===== src/rtl/sc_fifo.sv =====
// Single-clock FIFO with occupancy count, programmable almost-empty/almost-full thresholds,
// synchronous flush and sticky overflow/underflow flags. Define SC_FIFO_FWFT_EN for first-word-fall-through.
module sc_fifo #(
  parameter int DATA_WIDTH = 8,
  parameter int ADDR_SIZE  = 3
) (
  input  logic                  clk,
  input  logic                  rst,
  input  logic                  clr,
  input  logic [DATA_WIDTH-1:0] w_data,
  input  logic                  w_en,
  input  logic                  r_en,
  input  logic [ADDR_SIZE:0]    ae_level,
  input  logic [ADDR_SIZE:0]    af_level,
  output logic [DATA_WIDTH-1:0] out,
  output logic [ADDR_SIZE:0]    count,
  output logic                  empty,
  output logic                  full,
  output logic                  almost_empty,
  output logic                  almost_full,
  output logic                  overflow,
  output logic                  underflow
);

  localparam int DEPTH = 1 << ADDR_SIZE;
  localparam logic [ADDR_SIZE:0] DEPTH_C = {1'b1, {ADDR_SIZE{1'b0}}};
  localparam logic [ADDR_SIZE:0] ONE_C   = {{ADDR_SIZE{1'b0}}, 1'b1};

  logic [DATA_WIDTH-1:0] mem_q [DEPTH];
  logic [ADDR_SIZE:0]    w_ptr_q, w_ptr_d;
  logic [ADDR_SIZE:0]    r_ptr_q, r_ptr_d;
  logic [ADDR_SIZE:0]    count_q, count_d;
  logic                  ovf_q, ovf_d;
  logic                  udf_q, udf_d;
  logic                  wr_acc, rd_acc;
  logic [ADDR_SIZE-1:0]  w_addr, r_addr;

  assign w_addr = w_ptr_q[ADDR_SIZE-1:0];
  assign r_addr = r_ptr_q[ADDR_SIZE-1:0];

  assign empty        = (count_q == '0);
  assign full         = (count_q == DEPTH_C);
  assign count        = count_q;
  assign almost_empty = (count_q <= ae_level);
  assign almost_full  = (count_q >= af_level);
  assign overflow     = ovf_q;
  assign underflow    = udf_q;

  // Accept decisions use pre-edge full/empty, so a full FIFO still pops and an empty one still pushes.
  assign wr_acc = w_en & ~full;
  assign rd_acc = r_en & ~empty;

  always_comb begin
    w_ptr_d = w_ptr_q;
    r_ptr_d = r_ptr_q;
    count_d = count_q;
    ovf_d   = ovf_q;
    udf_d   = udf_q;
    if (clr) begin
      w_ptr_d = '0;
      r_ptr_d = '0;
      count_d = '0;
      ovf_d   = 1'b0;
      udf_d   = 1'b0;
    end else begin
      if (wr_acc) w_ptr_d = w_ptr_q + ONE_C;
      if (rd_acc) r_ptr_d = r_ptr_q + ONE_C;
      if (w_en && full)  ovf_d = 1'b1;
      if (r_en && empty) udf_d = 1'b1;
      case ({wr_acc, rd_acc})
        2'b10:   count_d = count_q + ONE_C;
        2'b01:   count_d = count_q - ONE_C;
        default: count_d = count_q;
      endcase
    end
  end

  always_ff @(posedge clk or negedge rst) begin
    if (!rst) begin
      w_ptr_q <= '0;
      r_ptr_q <= '0;
      count_q <= '0;
      ovf_q   <= 1'b0;
      udf_q   <= 1'b0;
    end else begin
      w_ptr_q <= w_ptr_d;
      r_ptr_q <= r_ptr_d;
      count_q <= count_d;
      ovf_q   <= ovf_d;
      udf_q   <= udf_d;
    end
  end

  // Storage is never reset or flushed; only the pointers define validity.
  always_ff @(posedge clk) begin
    if (wr_acc && !clr) mem_q[w_addr] <= w_data;
  end

`ifdef SC_FIFO_FWFT_EN
  assign out = mem_q[r_addr];
`else
  logic [DATA_WIDTH-1:0] out_q;

  always_ff @(posedge clk or negedge rst) begin
    if (!rst) begin
      out_q <= '0;
    end else if (clr) begin
      out_q <= '0;
    end else if (rd_acc) begin
      out_q <= mem_q[r_addr];
    end
  end

  assign out = out_q;
`endif

endmodule

===== config.mk =====
export PLATFORM = sky130hd
export DESIGN_NAME = sc_fifo
export DESIGN_NICKNAME = d
export VERILOG_FILES = /design/src/rtl/sc_fifo.sv
export SDC_FILE = /design/constraint.sdc
export NUM_CORES = 1
export LEC_CHECK = 0
export CAP_MARGIN = 20
export CORE_MARGIN = 2
export CORE_UTILIZATION = 61
export CTS_CLUSTER_DIAMETER = 200
export DETAILED_ROUTE_END_ITERATION = 16
export GPL_TIMING_DRIVEN = 0
export PLACE_DENSITY = 0.85
export SYNTH_ARGS = -nofsm -noshare
export SYNTH_HDL_FRONTEND = slang
export SYNTH_SLANG_ARGS = --single-unit

===== constraint.sdc =====
create_clock -name clk -period 3.5 [get_ports clk]
set_input_delay 0.875 -clock clk [delete_from_list [all_inputs] [get_ports clk]]
set_output_delay 0.875 -clock clk [all_outputs]
set_load 0.01 [all_outputs]

# Word level (Yosys, flattened, before mapping)
# Memory sizes are Yosys's and may differ from the RTL's.
# Index checks and enable logic that the tools add are counted.
[word_totals] out_inout_bits=18 elab_cells=44 ff_bits=22 input_bits=21 mem_count=1 ram_bits=64
[op_classes] addsub=4 n_reduce_logical=10 n_lt_le_gt_ge=2 n_eq_ne=3 bitwise_logic=4 muxes=14
[memory_table] memory="mem_q" depth=8 width=8 rd=1 rd_ports_with_merged_regs=0 write_ports=1 line="29" rtl="logic [DATA_WIDTH-1:0] mem_q [DEPTH];"
[ops] operator="$mux 4" n=5
[ops] operator="$mux 8" n=2
[ops] operator="$add 4x1->4 const B" n=3
[ops] operator="$pmux 4 s2" n=1
[ops] operator="$reduce_bool 2->1" n=4
[ops] operator="$mux 1" n=6
[ops] operator="$eq 4x4->1 const B" n=1
[ops] operator="$ge 4x4->1" n=1
[ops] operator="$le 4x4->1" n=1
[ops] operator="$logic_not 4->1" n=1
[ops] operator="$sub 4x1->4 const B" n=1
[ops] operator="$logic_and 1x1->1" n=3
[ops] operator="$reduce_bool 3->1" n=1
[ops] operator="$and 1x1->1" n=2
[ops] operator="$eq 2x1->1 const B" n=1
[ops] operator="$eq 2x2->1 const B" n=1
[ops] operator="$not 1->1" n=2
[ops] operator="$logic_not 1->1" n=1

# Depth between registers and ports, before layout
[logic_depth] depth_word=6 depth_mapped=9 depth_no_buf=8

# Least setup slack after synthesis
# OpenSTA, ideal clock, no wires.
[synth_path] path_type="in2out" from="input port ae_level[1]" to="output port almost_empty" n_path_buf=0 path_slack_ps=737 arrival_ps=1888 t_required_ps=2625 stages=6 cell_sequence="inv_1 > ha_1 > nor2b_1 > o21a_1 > o21a_1 > o21ai_0"
[synth_between] elab_chain_cells=1
[synth_lines] item="start, declared" line="13" rtl="input logic [ADDR_SIZE:0] ae_level,"
[synth_lines] item="$le 4x4->1" line="44" rtl="assign almost_empty = (count_q <= ae_level);"
[synth_lines] item="end, declared" line="19" rtl="output logic almost_empty,"
# Every way passes these cells.

# Worst setup path in the final report
# Ends and elaborated chain as after synthesis.

==> flow_summary.json <==
{
  "status": "completed",
  "syn_to_final_growth_pct": 17.8,
  "crit_required_ps": 2620,
  "route.detailed.drc": 0,
  "switching_power_uw": 824,
  "die-area_um2": 6830,
  "syn_area_um2": 3770,
  "setup_viol": 0,
  "final_cell_mix": "edfxtp_1 (64), clkdlybuf4s50_1 (35), nor2_1 (20), dfrtp_1 (20), mux4_2 (14)",
  "p_int_mw": 1.93,
  "async_flop_share": 0.238,
  "worstPathArrival_ps": 2530,
  "cts.sinks": 84,
  "io_buffers": 37,
  "p_per_area_nw_per_um2": 619,
  "clockBufferDepth": 2,
  "hpwl_um": 4420,
  "slew_headroom": 0.314,
  "hold_viol": 0,
  "seq_area_um2": 2420,
  "drive_gt1_frac": 0.210,
  "fin_area_um2": 4440,
  "synth_nets": 271,
  "ant_nets": 0,
  "initial_core_util": 0.633,
  "grt_overflow_total": 0,
  "ys_seq_elements": 84,
  "track_usage": 0.237,
  "multi_input_area_um2": 1220,
  "rows": 28,
  "cts_buffers": 9,
  "yosysSeqAreaShare": 0.642,
  "p_seq_frac": 0.439,
  "grt_pass1_vias": 2158,
  "hold_path_class": "flip-flop to flip-flop",
  "startpoint_type": "input port",
  "synth.area.mux_share": 0.121,
  "rsz0062_at_grt": "no",
  "cap_viol_max_count": 0,
  "antenna_found_initial": 0,
  "num_vias": 2198,
  "r2r_setup_slack_ps": 960,
  "drt-pass1-iter-count": 7,
  "clk_pin_slew_ps": 80,
  "nets": 319,
  "period_minus_slack_ps": 3410,
  "cts_setup_buffers": 0,
  "postSynthCellCount": 238,
  "synth_compound_area_frac": 0.0693,
  "crit_fanout": 2,
  "fin_crit_sh": 0.973,
  "met1_usage": 0.330,
  "cts_tree": "yes",
  "final-max-slew-violation-count": 0,
  "syn-mean-instance-area_um2": 15.9,
  "h-tree-depth": 3,
  "gp_congestion": 0.763,
  "diodes": 0,
  "vias_per_cell": 6.01,
  "p_sw_frac": 0.299,
  "crit_type": "input port to output pin",
  "synthFlopType": "edfxtp_1",
  "wl_per_cell_um": 19.5,
  "synth_top_family_by_area": "multiplexers",
  "cts_hold_buffers": 0,
  "fin_tns_setup_ps": 0,
  "tightestPinTransition_ps": 1020,
  "gr-max-usage-layer": "met2",
  "share_comb_of_total_power": 0.307,
  "synth_adder_area_share": 0.0398,
  "synth-xor-area-share": 0.0116,
  "clock_skew_ps": 8.05,
  "die_w_um": 82.6,
  "clockPowerShare": 0.254,
  "fmax_mhz": 294,
  "use_met3": 0.0402,
  "synthDistinctLibCells": 42,
  "io_pins": 39,
  "end_kind": "output pin",
  "fillers": 383,
  "leakagePower_nw": 1.62,
  "design.core.area_um2": 5960,
  "synth_warnings": 0,
  "final_common_cell": "edfxtp_1",
  "clk_latency_ps": 350,
  "ir_drop_uv": 375,
  "finish.utilization": 0.746,
  "cts-root-buf": "clkbuf_8",
  "drtIter0Drc": 261,
  "die_h_um": 82.6,
  "wirelength_um": 7140,
  "yosys.area_share.simple": 0.0799,
  "grt_max_degree": 21,
  "synth_edf_count": 64,
  "met2_usage": 0.382,
  "placed_area_um2": 4240,
  "grt_pass1_wl_um": 11200
}
[cell usage after synthesis (3+ instances only)]
cell type   n  area share
nand2b_1    3      0.0050
a21oi_1     9       0.012
nor2b_1     3      0.0050
dfrtp_1    20        0.13
a211oi_2    8       0.027
a21o_1      4      0.0080
ha_1       12       0.040
nor2_1     20       0.020
mux4_2     14       0.084
inv_1       7      0.0070
o21ai_0     4      0.0053
nand2_1    11       0.011
nand3_1     4      0.0053
mux2i_1     9       0.024
buf_6       6       0.018
buf_2       5      0.0066
xor2_1      4      0.0093
edfxtp_1   64        0.51
[state kept, by name, summed over array words and instances, names as in the netlist]
name / count
mem_q: 64
out: 8
count: 4
r_ptr_q: 3
w_ptr_q: 3
overflow: 1
underflow: 1
[final cells by class]
class	instances	area share
Buffer	14	0.0236
Clock buffer	9	0.0279
Clock inverter	7	0.0183
Inverter	8	0.00676
Multi-Input combinational cell	132	0.274
Sequential cell	84	0.545
Tap cell	75	0.0211
Timing Repair Buffer	37	0.0828
[layer usage]
metal,wire length [um],vias up,part of all wire
met5,0,-,0
met4,79,0,0.011
met3,453,10,0.063
met2,3670,92,0.51
met1,2940,1085,0.41
li1,-,1011,-
[stage by stage]
step / cells / hold slack, ps / worst slack (ps) / total power, mW
3_5_place_dp: 350 / 490 / -198 / 2.07
6_report: 366 / 504 / 93.2 / 2.75
3_3_place_gp: 350 / 478 / -167 / 2.05
5_1_grt: 366 / 548 / 0.820 / 2.91
2_1_floorplan: 238 / 527 / 737 / 1.79
4_1_cts: 366 / 511 / 77.7 / 2.77
[cells by family (layout without fill, tap and decap cells)]
family                     count (synthesis)  count (layout)
buffers and inverters                     22              75
adders and majority gates                 12              12
AOI/OAI and AO/OA                         33              33
xor gates and xnor gates                   5               5
DFF                                       84              84
muxes                                     25              25
and+or+nand+nor                           57              57
[critical path: stages]
cell,delay (ps)
clkdlybuf4s50_1,460
inv_1,40
ha_1,300
nor2b_1,140
o21a_1,160
o21a_1,160
o21ai_0,130
dlygate4sd1_1,260
[final timing paths]
| check | from | end | depth (start not counted) |
|---|---|---|---|
| setup / recovery | ae_level[1] | almost_empty | 8 |
| hold / removal | overflow$_DFFE_PN0P_ | overflow$_DFFE_PN0P_ | 2 |
| setup reg to reg | count[1]$_DFFE_PN0P_ | count[3]$_DFFE_PN0P_ | 9 |
| hold reg to reg | overflow$_DFFE_PN0P_ | overflow$_DFFE_PN0P_ | 2 |
| max in group asynchronous | rst | r_ptr_q[1]$_DFFE_PN0P_ | 1 |
| min in group asynchronous | rst | underflow$_DFFE_PN0P_ | 1 |
[power groups by stage]
stage / logic, mW / registers, mW / clock network (mW)
floorplan: 0.549 / 1.24 / 0
global placement: 0.826 / 1.23 / 0
CTS: 0.848 / 1.21 / 0.712
detailed placement: 0.844 / 1.23 / 0
finish: 0.844 / 1.21 / 0.699
global route: 0.931 / 1.22 / 0.757
[repair_timing]
item | CTS | global route
resized for setup | 2 | 2
pin swaps | 0 | 0
endpoints found under the hold margin | 0 | 0
endpoints found under the setup margin | 2 | 1
No activity file was read; power rests on OpenSTA's default activity.
